File: src/rtl/bp_stream_host_axil.sv
// Host-side consumer of the BlackParrot I/O command stream: address/data word pairs become AXI4-Lite transactions.
// Define BP_STREAM_HOST_AXIL_TIMEOUT_EN to add a watchdog on the B and R waits.
module bp_stream_host_axil #(
    parameter int stream_data_width_p = 32,
    parameter int axil_addr_width_p   = 32,
    parameter int read_flag_bit_p     = 31,
    parameter int resp_words_p        = 2,
    parameter int timeout_cycles_p    = 1024
) (
    input  logic                             clk_i,
    input  logic                             reset_n_i,

    input  logic                             stream_v_i,
    input  logic [stream_data_width_p-1:0]   stream_data_i,
    output logic                             stream_ready_o,

    output logic                             stream_v_o,
    output logic [stream_data_width_p-1:0]   stream_data_o,
    input  logic                             stream_yumi_i,

    output logic [axil_addr_width_p-1:0]     m_axil_awaddr_o,
    output logic [2:0]                       m_axil_awprot_o,
    output logic                             m_axil_awvalid_o,
    input  logic                             m_axil_awready_i,

    output logic [stream_data_width_p-1:0]   m_axil_wdata_o,
    output logic [stream_data_width_p/8-1:0] m_axil_wstrb_o,
    output logic                             m_axil_wvalid_o,
    input  logic                             m_axil_wready_i,

    input  logic [1:0]                       m_axil_bresp_i,
    input  logic                             m_axil_bvalid_i,
    output logic                             m_axil_bready_o,

    output logic [axil_addr_width_p-1:0]     m_axil_araddr_o,
    output logic [2:0]                       m_axil_arprot_o,
    output logic                             m_axil_arvalid_o,
    input  logic                             m_axil_arready_i,

    input  logic [stream_data_width_p-1:0]   m_axil_rdata_i,
    input  logic [1:0]                       m_axil_rresp_i,
    input  logic                             m_axil_rvalid_i,
    output logic                             m_axil_rready_o,

    output logic                             error_o
);

    localparam int beat_width_lp = (resp_words_p > 1) ? $clog2(resp_words_p) : 1;

    typedef enum logic [2:0] {e_addr, e_data, e_aw, e_b, e_ar, e_r} state_e;

    state_e                           state_r;
    logic [axil_addr_width_p-1:0]     addr_r;
    logic [stream_data_width_p-1:0]   data_r;
    logic                             is_rd_r;
    logic                             aw_done_r;
    logic                             w_done_r;
    logic [beat_width_lp-1:0]         beat_r;
    logic                             stream_ready_r;
    logic                             awvalid_r;
    logic                             wvalid_r;
    logic                             bready_r;
    logic                             arvalid_r;
    logic                             error_r;

    logic [stream_data_width_p-1:0]   addr_word;
    logic                             stream_hs;
    logic                             aw_hs;
    logic                             w_hs;
    logic                             b_hs;
    logic                             ar_hs;
    logic                             r_hs;
    logic                             last_beat;
    logic                             timed_out;

    logic [stream_data_width_p-1:0]   fifo_mem_r [2];
    logic                             fifo_wptr_r;
    logic                             fifo_rptr_r;
    logic [1:0]                       fifo_count_r;
    logic                             fifo_push;
    logic                             fifo_pop;
    logic                             fifo_full;
    logic [stream_data_width_p-1:0]   fifo_wdata;

    always_comb begin
        addr_word                  = stream_data_i;
        addr_word[read_flag_bit_p] = 1'b0;
    end

    assign stream_hs = stream_v_i && stream_ready_r;
    assign aw_hs     = awvalid_r && m_axil_awready_i;
    assign w_hs      = wvalid_r && m_axil_wready_i;
    assign b_hs      = bready_r && m_axil_bvalid_i;
    assign ar_hs     = arvalid_r && m_axil_arready_i;
    assign r_hs      = m_axil_rready_o && m_axil_rvalid_i;
    assign last_beat = (beat_r == beat_width_lp'(resp_words_p - 1));

    assign stream_ready_o   = stream_ready_r;
    assign m_axil_awaddr_o  = addr_r;
    assign m_axil_awprot_o  = 3'b000;
    assign m_axil_awvalid_o = awvalid_r;
    assign m_axil_wdata_o   = data_r;
    assign m_axil_wstrb_o   = '1;
    assign m_axil_wvalid_o  = wvalid_r;
    assign m_axil_bready_o  = bready_r;
    assign m_axil_araddr_o  = addr_r + (axil_addr_width_p'(beat_r) << 2);
    assign m_axil_arprot_o  = 3'b000;
    assign m_axil_arvalid_o = arvalid_r;
    assign m_axil_rready_o  = (state_r == e_r) && !fifo_full && !timed_out;
    assign error_o          = error_r;

    // A timed-out read fills its missing beats with a marker word instead of R data.
    always_comb begin
        fifo_push  = r_hs;
        fifo_wdata = m_axil_rdata_i;
        if ((state_r == e_r) && timed_out && !fifo_full) begin
            fifo_push  = 1'b1;
            fifo_wdata = stream_data_width_p'(32'hDEAD_BEEF);
        end
    end

    always_ff @(posedge clk_i or negedge reset_n_i) begin
        if (!reset_n_i) begin
            state_r        <= e_addr;
            addr_r         <= '0;
            data_r         <= '0;
            is_rd_r        <= 1'b0;
            aw_done_r      <= 1'b0;
            w_done_r       <= 1'b0;
            beat_r         <= '0;
            stream_ready_r <= 1'b0;
            awvalid_r      <= 1'b0;
            wvalid_r       <= 1'b0;
            bready_r       <= 1'b0;
            arvalid_r      <= 1'b0;
            error_r        <= 1'b0;
        end else begin
            case (state_r)
                e_addr: begin
                    stream_ready_r <= 1'b1;
                    if (stream_hs) begin
                        addr_r  <= axil_addr_width_p'(addr_word);
                        is_rd_r <= stream_data_i[read_flag_bit_p];
                        state_r <= e_data;
                    end
                end
                e_data: if (stream_hs) begin
                    stream_ready_r <= 1'b0;
                    if (is_rd_r) begin
                        arvalid_r <= 1'b1;
                        state_r   <= e_ar;
                    end else begin
                        data_r    <= stream_data_i;
                        awvalid_r <= 1'b1;
                        wvalid_r  <= 1'b1;
                        state_r   <= e_aw;
                    end
                end
                // AW and W retire independently; B is awaited only once both have.
                e_aw: begin
                    if (aw_hs) begin
                        awvalid_r <= 1'b0;
                        aw_done_r <= 1'b1;
                    end
                    if (w_hs) begin
                        wvalid_r <= 1'b0;
                        w_done_r <= 1'b1;
                    end
                    if ((aw_done_r || aw_hs) && (w_done_r || w_hs)) begin
                        aw_done_r <= 1'b0;
                        w_done_r  <= 1'b0;
                        bready_r  <= 1'b1;
                        state_r   <= e_b;
                    end
                end
                e_b: begin
                    if (b_hs) begin
                        if (m_axil_bresp_i != 2'b00) error_r <= 1'b1;
                        bready_r       <= 1'b0;
                        stream_ready_r <= 1'b1;
                        state_r        <= e_addr;
                    end else if (timed_out) begin
                        error_r        <= 1'b1;
                        bready_r       <= 1'b0;
                        stream_ready_r <= 1'b1;
                        state_r        <= e_addr;
                    end
                end
                e_ar: if (ar_hs) begin
                    arvalid_r <= 1'b0;
                    state_r   <= e_r;
                end
                e_r: if (fifo_push) begin
                    if ((r_hs && (m_axil_rresp_i != 2'b00)) || timed_out) error_r <= 1'b1;
                    if (last_beat) begin
                        beat_r         <= '0;
                        stream_ready_r <= 1'b1;
                        state_r        <= e_addr;
                    end else begin
                        beat_r <= beat_r + beat_width_lp'(1);
                        if (!timed_out) begin
                            arvalid_r <= 1'b1;
                            state_r   <= e_ar;
                        end
                    end
                end
                default: state_r <= e_addr;
            endcase
        end
    end

    assign fifo_pop   = stream_v_o && stream_yumi_i;
    assign fifo_full  = (fifo_count_r == 2'd2);
    assign stream_v_o = (fifo_count_r != 2'd0);
    assign stream_data_o = fifo_mem_r[fifo_rptr_r];

    always_ff @(posedge clk_i or negedge reset_n_i) begin
        if (!reset_n_i) begin
            fifo_mem_r[0] <= '0;
            fifo_mem_r[1] <= '0;
            fifo_wptr_r   <= 1'b0;
            fifo_rptr_r   <= 1'b0;
            fifo_count_r  <= 2'd0;
        end else begin
            if (fifo_push) begin
                fifo_mem_r[fifo_wptr_r] <= fifo_wdata;
                fifo_wptr_r             <= ~fifo_wptr_r;
            end
            if (fifo_pop) fifo_rptr_r <= ~fifo_rptr_r;
            fifo_count_r <= fifo_count_r + {1'b0, fifo_push} - {1'b0, fifo_pop};
        end
    end

`ifdef BP_STREAM_HOST_AXIL_TIMEOUT_EN
    localparam int tmo_width_lp = $clog2(timeout_cycles_p + 1);

    logic [tmo_width_lp-1:0] tmo_cnt_r;
    state_e                  tmo_state_r;

    // The count restarts whenever the FSM moves, so each wait is timed on its own.
    always_ff @(posedge clk_i or negedge reset_n_i) begin
        if (!reset_n_i) begin
            tmo_cnt_r   <= '0;
            tmo_state_r <= e_addr;
        end else begin
            tmo_state_r <= state_r;
            if ((state_r != tmo_state_r) || !((state_r == e_b) || (state_r == e_r))) begin
                tmo_cnt_r <= '0;
            end else if (!timed_out) begin
                tmo_cnt_r <= tmo_cnt_r + tmo_width_lp'(1);
            end
        end
    end

    assign timed_out = (tmo_cnt_r == tmo_width_lp'(timeout_cycles_p)) && (state_r == tmo_state_r);
`else
    localparam int unused_timeout_cycles_lp = timeout_cycles_p;

    assign timed_out = 1'b0;
`endif

endmodule

File: config.mk
export PLATFORM = sky130hd
export DESIGN_NAME = bp_stream_host_axil
export DESIGN_NICKNAME = d
export VERILOG_FILES = /design/src/rtl/bp_stream_host_axil.sv
export SDC_FILE = /design/constraint.sdc
export NUM_CORES = 1
export LEC_CHECK = 0
export CELL_PAD_IN_SITES_DETAIL_PLACEMENT = 0
export CELL_PAD_IN_SITES_GLOBAL_PLACEMENT = 1
export CORE_UTILIZATION = 33
export CTS_CLUSTER_SIZE = 16
export DETAILED_ROUTE_END_ITERATION = 10
export PLACE_DENSITY = 0.88
export SETUP_SLACK_MARGIN = 0.3
export SLEW_MARGIN = 20
export SYNTH_ARGS = -nofsm -noshare
export SYNTH_HDL_FRONTEND = slang
export SYNTH_SLANG_ARGS = --single-unit
File: constraint.sdc
create_clock -name clk_i -period 1.75 [get_ports clk_i]
set_input_delay 0.175 -clock clk_i [delete_from_list [all_inputs] [get_ports clk_i]]
set_output_delay 0.175 -clock clk_i [all_outputs]
set_load 0.03 [all_outputs]
==> results of run 1 <==
-- synth_stat cells (3+ instances only) --
library cell               number  area share [%]
sky130_fd_sc_hd__a31oi_1        5            0.45
sky130_fd_sc_hd__buf_6          6            0.98
sky130_fd_sc_hd__a21oi_1        9            0.65
sky130_fd_sc_hd__xnor2_1       24             3.0
sky130_fd_sc_hd__nor2_1        11            0.60
sky130_fd_sc_hd__mux2_4        57              12
sky130_fd_sc_hd__xor2_1        10             1.3
sky130_fd_sc_hd__nand2b_1       4            0.36
sky130_fd_sc_hd__dfrtp_1      144              52
sky130_fd_sc_hd__buf_2          4            0.29
sky130_fd_sc_hd__clkbuf_1       6            0.33
sky130_fd_sc_hd__ha_1           4            0.73
sky130_fd_sc_hd__o21ai_0        8            0.58
sky130_fd_sc_hd__nand4_1       10            0.91
sky130_fd_sc_hd__buf_4         17             1.9
sky130_fd_sc_hd__nor2b_1        3            0.27
sky130_fd_sc_hd__inv_1          5            0.27
sky130_fd_sc_hd__nand3_1       15             1.1
sky130_fd_sc_hd__mux2_2       103              17
sky130_fd_sc_hd__nand2_1       11            0.60
sky130_fd_sc_hd__nor3_1         3            0.22
sky130_fd_sc_hd__and3_1         7            0.63
-- power by group through the flow --
stage	logic [W]	clock network (W)	registers, W
after CTS	0.0135	0.00379	0.00590
after global placement	0.0123	0	0.00587
after detailed placement	0.0125	0	0.00587
after global routing	0.0148	0.00395	0.00614
after floorplan	0.00607	0	0.00748
final	0.0142	0.00375	0.00595
-- path summary, 6_finish.rpt --
path                                                 startpoint                               to  slack, ps  cells after the start
worst max-delay path            m_axil_awaddr_o[10]$_DFFE_PN0P_              m_axil_araddr_o[27]       -650                      8
worst min-delay path                                  reset_n_i   m_axil_wdata_o[14]$_DFFE_PN0P_        230                      2
worst max register to register           state_r[1]$_DFFE_PN0P_       fifo_mem_r[24]$_DFFE_PN0P_        -50                      6
worst min register to register              error_o$_DFFE_PN0P_              error_o$_DFFE_PN0P_        480                      1
max in group asynchronous                             reset_n_i  m_axil_awaddr_o[12]$_DFFE_PN0P_        940                      3
min in group clk_i                              m_axil_wready_i      m_axil_wvalid_o$_DFFE_PN0P_        400                      2
-- cells by family after synthesis --
| logic type | synth area share (%) |
|---|---|
| other cells | 0.109 |
| buf+inv | 3.72 |
| simple gates | 7.13 |
| flops | 52.2 |
| xor+xnor | 4.32 |
| mux | 29.2 |
| fa+ha+maj | 0.726 |
| compound gates | 2.54 |
-- repair_timing --
action | 4_1_cts | 5_1_grt
hold buffers | 1 | 0
gates resized for setup | 479 | 100
endpoints found under the hold margin | 56 | 0
pin swaps | 36 | 25
cloned | 12 | 0
setup endpoints to repair | 272 | 215
buffers inserted | 43 | 27
-- metal layers --
metal | vias to the layer above | track usage, % | wire length (um)
met1 | 2739 | 25.1 | 9020
li1 | 2465 | - | -
met4 | 0 | 6.72 | 327
met2 | 233 | 33.7 | 10800
met5 | - | 0 | 0
met3 | 26 | 5.28 | 1370
-- stage by stage --
stage | total power, W | setup slack, ps | utilization, %
floorplan | 0.0135 | -222 | -
global placement | 0.0182 | -336 | 51.0
detailed placement | 0.0184 | -340 | 51.0
CTS | 0.0231 | -625 | 59.6
global route | 0.0249 | -725 | 61.9
finish | 0.0239 | -650 | 61.9
-- area by class of cell --
type,count,area [sq um]
clock buffers,22,464
clock inverters,10,139
fillers,1496,7770
inverters,5,18.8
multi-input cells,319,4110
flip-flops and latches,144,3640
well taps,270,338
repair buffers,367,3890
-- registers in the layout, summed over array words and instances, names as in the netlist --
signal and flops:
fifo_wptr_r 1, m_axil_awaddr_o 31, fifo_mem_r 64, w_done_r 1, aw_done_r 1, m_axil_awvalid_o 1
state_r 3, beat_r 1, stream_ready_o 1, fifo_rptr_r 1, m_axil_arvalid_o 1, fifo_count_r 2
m_axil_wdata_o 32, m_axil_bready_o 1, m_axil_wvalid_o 1, is_rd_r 1, error_o 1
-- worst max-delay path, cell delays in order, from the launching register on --
cell,delay [ps]
sky130_fd_sc_hd__dfrtp_2,370
sky130_fd_sc_hd__nand4_1,170
sky130_fd_sc_hd__buf_4,190
sky130_fd_sc_hd__buf_6,120
sky130_fd_sc_hd__nor4_4,210
sky130_fd_sc_hd__buf_6,170
sky130_fd_sc_hd__nand4_1,210
sky130_fd_sc_hd__xnor2_4,210
sky130_fd_sc_hd__buf_6,150
==> impl_results.md, run 1 <==
- PwrDens: 1890 nW/um^2
- Detailed-route wire length: 21500 um
- H-tree depth: 4
- Worst Path Max Fanout: 6
- Final layout net count: 935
- Part of the total power dissipated in sequential elements: 24.9%
- Total overflow reported by the global router: 0
- Switching power summed over all nets: 0.00941 W
- Required @ worst endpoint: 1570 ps
- Layout cell share with drive strength beyond 1: 64.2%
- Worst-skew pair later-pin latency: 420 ps
- Fraction of power spent switching nets: 39.4%
- CTS tree: yes
- Count of boundary I/O pins: 223
- RSZ-0062 raised after global routing: true
- Hold violation count in the final report: 0
- Worst-case vdd ir drop: 0.00108 V
- Maximum clock rate: 417 MHz
- Via count of the first global-routing pass: 5894
- Number of instances in the placed design: 1022
- Syn Area/Cell: 14.0 sq um
- Post-route ant nets: 0
- First-pass GRT wire length: 33300 um
- Number of sinks handled by clock tree synthesis: 144
- Max-cap check violation count: 0
- Die footprint: 21500 sq um
- Post-detailed-route via-to-cell ratio: 4.80
- Final worst-path cycle share: 137%
- Average wire length per cell after detail routing: 18.9 um
- Static leakage: 5.98 nW
- Sequential element share of the synthesized area: 52.2%
- Data arrival, critical path: 2230 ps
- Starting DRC count in detailed routing: 180
- Worst Tran Pin Value: 536 ps
- Prevailing post-synth register cell: sky130_fd_sc_hd__dfrtp_1
- Setup slack after layout: -650 ps
- Setup TNS after final layout: -21900 ps
- Clock network power share: 15.7%
- Failing checks: negative setup slack
- Post-layout minimum cycle time: 2400 ps
- Crit end category: output port
- Most frequent cells in the layout: 134 x sky130_fd_sc_hd__mux2_4, 117 x sky130_fd_sc_hd__dfrtp_1, 108 x sky130_fd_sc_hd__buf_6
- Worst slew margin relative to its limit: 64.1%
- Maximum count of clock buffers along a single path: 2
- CTS Root Cell: sky130_fd_sc_hd__clkbuf_16
- Count of inserted antenna diode cells: 0
- Max-slew violation count: 0
- Placeable Area: 20400 sq um
- Initial Util: 33.9%
- Kind of critical path: flop to output port
- Number of placement rows: 52
- Yosys synthesis warning count: 0
- Count of distinct cell types in the synthesized netlist: 40
- X dimension of the die: 147 um
- Die height: 147 um
- Post-route design area: 12600 sq um
- Commonest non-fill, non-tap cell in the layout: sky130_fd_sc_hd__mux2_4
- Total via count after detailed routing: 5463
- Total global routing track utilization: 20.1%
- 1st-pass router iterations: 4
- Detailed placer's ending HPWL: 12900 um
- Pin count of the biggest net entering global routing: 47
- Layout overhead on the synthesized area: 82.6%
- Async S/R FF share, synth: 100%
- Final cell count without fillers: 1137
- Instance count of the mapped netlist: 492
- Setup-failing EPs final: 139
- Post-synth design cell area: 6900 sq um
- Initial antenna violation count: 0
- Fraction of power consumed by combinational cells: 59.4%
- Tightest Hold Check Type: primary input to asynchronous set/reset pin
- Hold WS: 230 ps
- EDFF count, synth: 0
- Standard cell area after detailed placement: 10400 sq um
- Remaining DRCs: 0
- Internal power component: 0.0145 W
- Setup crit start kind: flop
- Last weighted congestion value of the routability-driven placer: 0.835
- Fin Clk Skew: 13.7 ps
- Clock-pin slew reported for the worst setup and hold paths after clock tree synthesis: 60 ps
- Count of buffers inserted at the top-level ports: 211
- Number of buffers inserted during clock tree synthesis: 17
- Post-synthesis sequential element count: 144
- Run status: finished with violations
Power figures use the tool's default switching activity.
==> run 2: changes to the inputs <==
--- a/config.mk
+++ b/config.mk
@@ -11,7 +11,7 @@
 export CTS_CLUSTER_SIZE = 16
 export DETAILED_ROUTE_END_ITERATION = 10
 export PLACE_DENSITY = 0.88
-export SETUP_SLACK_MARGIN = 0.3
+export SETUP_SLACK_MARGIN = 0.15
 export SLEW_MARGIN = 20
 export SYNTH_ARGS = -nofsm -noshare
 export SYNTH_HDL_FRONTEND = slang
==> run 2 against run 1 <==
Compared with the run above: the flow still finishes with violations (negative setup slack); flip-flop and latch count stayed put; core utilization is 0.21 points lower; worst setup slack better by 35 ps; design area is 0.35% lower; power is 0.26% higher.
==> impl_results.md, run 2 (same netlist as run 1, synthesis figures left out) <==
- Layout cell share with drive strength beyond 1: 57.9%
- Maximum clock rate: 423 MHz
- 1st-pass router iterations: 4
- Die height: 147 um
- Setup crit start kind: flop
- Met3 WL post-DR: 1420 um
- Commonest non-fill, non-tap cell in the layout: sky130_fd_sc_hd__mux2_4
- Setup-failing EPs final: 159
- Tightest Hold Check Type: primary input to asynchronous set/reset pin
- Starting DRC count in detailed routing: 146
- Pin count of the biggest net entering global routing: 44
- Max-slew violation count: 0
- Clock-pin slew reported for the worst setup and hold paths after clock tree synthesis: 70 ps
- Post-route design area: 12600 sq um
- First-pass GRT wire length: 32700 um
- Total global routing track utilization: 19.8%
- CTS tree: yes
- Number of placement rows: 52
- Run status: finished with violations
- Met2 routed WL: 10800 um
- Setup slack after layout: -615 ps
- Average wire length per cell after detail routing: 19.0 um
- Crit end category: output port
- Last weighted congestion value of the routability-driven placer: 0.796
- Kind of critical path: flop to output port
- Number of buffers inserted during clock tree synthesis: 17
- Hold WS: 218 ps
- Cell with the biggest individual delay on the critical path: sky130_fd_sc_hd__dfrtp_1
- Total via count after detailed routing: 5404
- Remaining DRCs: 0
- Worst Tran Pin Value: 509 ps
- Worst slew margin relative to its limit: 65.9%
- Standard cell area after detailed placement: 10100 sq um
- Total overflow reported by the global router: 0
- Die footprint: 21500 sq um
- Initial antenna violation count: 0
- Share of the core filled with cells in the final layout: 61.6%
- Post-layout minimum cycle time: 2370 ps
- Count of buffers inserted at the top-level ports: 211
- Final worst-path cycle share: 135%
- Placeable Area: 20400 sq um
- Series of cell instances along the critical path: ha_4 -> ha_4 -> nand2_4 -> nor4_4 -> buf_4 -> nand4_1 -> xnor2_4 -> buf_6
- Post-detailed-route via-to-cell ratio: 4.80
- Final layout net count: 924
- Initial Util: 33.9%
- Top register by number of flip-flops: fifo_mem_r
- PwrDens: 1910 nW/um^2
- Failing checks: negative setup slack
- Static leakage: 5.99 nW
- Max-cap check violation count: 0
- M1 WL: 8890 um
- H-tree depth: 4
- Crit path top cell by count: sky130_fd_sc_hd__ha_4
- Worst-skew pair later-pin latency: 420 ps
- Worst-case vdd ir drop: 0.00149 V
- Via count of the first global-routing pass: 5682
- Count of boundary I/O pins: 223
- Uppermost metal layer occupied by signal nets: met4
- X dimension of the die: 147 um
- Layout overhead on the synthesized area: 82.0%
- CTS Root Cell: sky130_fd_sc_hd__clkbuf_16
- Maximum count of clock buffers along a single path: 2
- Data arrival, critical path: 2190 ps
- Crit-path max cell delay: 390 ps
- Number of sinks handled by clock tree synthesis: 144
- Post-route ant nets: 0
- Detailed-route wire length: 21400 um
- RSZ-0062 raised after global routing: true
- Number of flip-flops in the largest register: 64
- Most frequent cells in the layout: 130 x sky130_fd_sc_hd__mux2_4, 126 x sky130_fd_sc_hd__dfrtp_1, 94 x sky130_fd_sc_hd__buf_6
- Count of inserted antenna diode cells: 0
- Hold violation count in the final report: 0
- Worst Path Max Fanout: 4
- Fin Clk Skew: 9.29 ps
- Required @ worst endpoint: 1570 ps
- Layout fillers: 1534
- Detailed placer's ending HPWL: 12400 um
run 2: cell count changes in the layout (fill, tap and decap cells not counted), moves of 6 or more:
cell,delta
sky130_fd_sc_hd__buf_2,-19
sky130_fd_sc_hd__dfrtp_2,-9
sky130_fd_sc_hd__buf_8,-8
sky130_fd_sc_hd__dfrtp_1,+9
sky130_fd_sc_hd__clkdlybuf4s15_2,-6
sky130_fd_sc_hd__buf_6,-14
sky130_fd_sc_hd__dlygate4sd2_1,+29
run 2: cell type report:
cell class / count / area [sq um] / share of cell area, %
clock buffers: 19 / 433 / 3.45
repair buffers: 356 / 3890 / 31.0
multi-input cells: 319 / 3990 / 31.8
well taps: 270 / 338 / 2.69
inverters: 5 / 18.8 / 0.150
flip-flops and latches: 144 / 3630 / 28.9
clock inverters: 13 / 256 / 2.04
run 2: final timing paths:
kind                                        start                           to  slack (ps)  depth (start not counted)
max in group asynchronous               reset_n_i   stream_ready_o$_DFFE_PN0P_         930                          3
hold / removal                          reset_n_i   fifo_mem_r[37]$_DFFE_PN0P_         220                          2
hold reg to reg               error_o$_DFFE_PN0P_          error_o$_DFFE_PN0P_         490                          1
setup / recovery               beat_r$_DFFE_PN0P_          m_axil_araddr_o[28]        -620                          8
min in group clk_i                m_axil_wready_i  m_axil_wvalid_o$_DFFE_PN0P_         390                          2
setup reg to reg           state_r[1]$_DFFE_PN0P_    fifo_count_r[1]$_DFF_PN0_         -80                          9
run 2: repair_timing:
item	CTS	global route
hold buffers	1	0
setup endpoints to repair	268	202
hold endpoints to repair	75	0
buffers inserted	42	17
gates resized for setup	402	71
cloned	13	3
pin swaps	22	27
run 2: report_power, final:
part | switching [W] | internal (W)
registers | 0.00109 | 0.00483
logic | 0.00675 | 0.00695
clock network | 0.00147 | 0.00283
run 2: worst max-delay path: cells and delay by family (launching register included):
kind	cells	cell delay, ps
simple gates	3	490
buf+inv	2	330
xor+xnor	1	220
fa+ha+maj	2	340
flops	1	390
run 2: per-layer routing:
metal | track usage, % | vias to the layer above
met5 | 0 | -
met2 | 33.7 | 191
met3 | 6.69 | 16
met1 | 24.2 | 2746
met4 | 4.11 | 0
li1 | - | 2451
run 2: through the flow:
step	setup slack, ps	TNS (ps)	power (W)	std cells
finish	-615	-20070	0.0239	1126
global route	-713	-32380	0.0249	1126
CTS	-580	-21810	0.0235	1106
detailed placement	-323	-19240	0.0179	1018
global placement	-302	-17530	0.0177	1018
floorplan	-222	-2660	0.0131	501
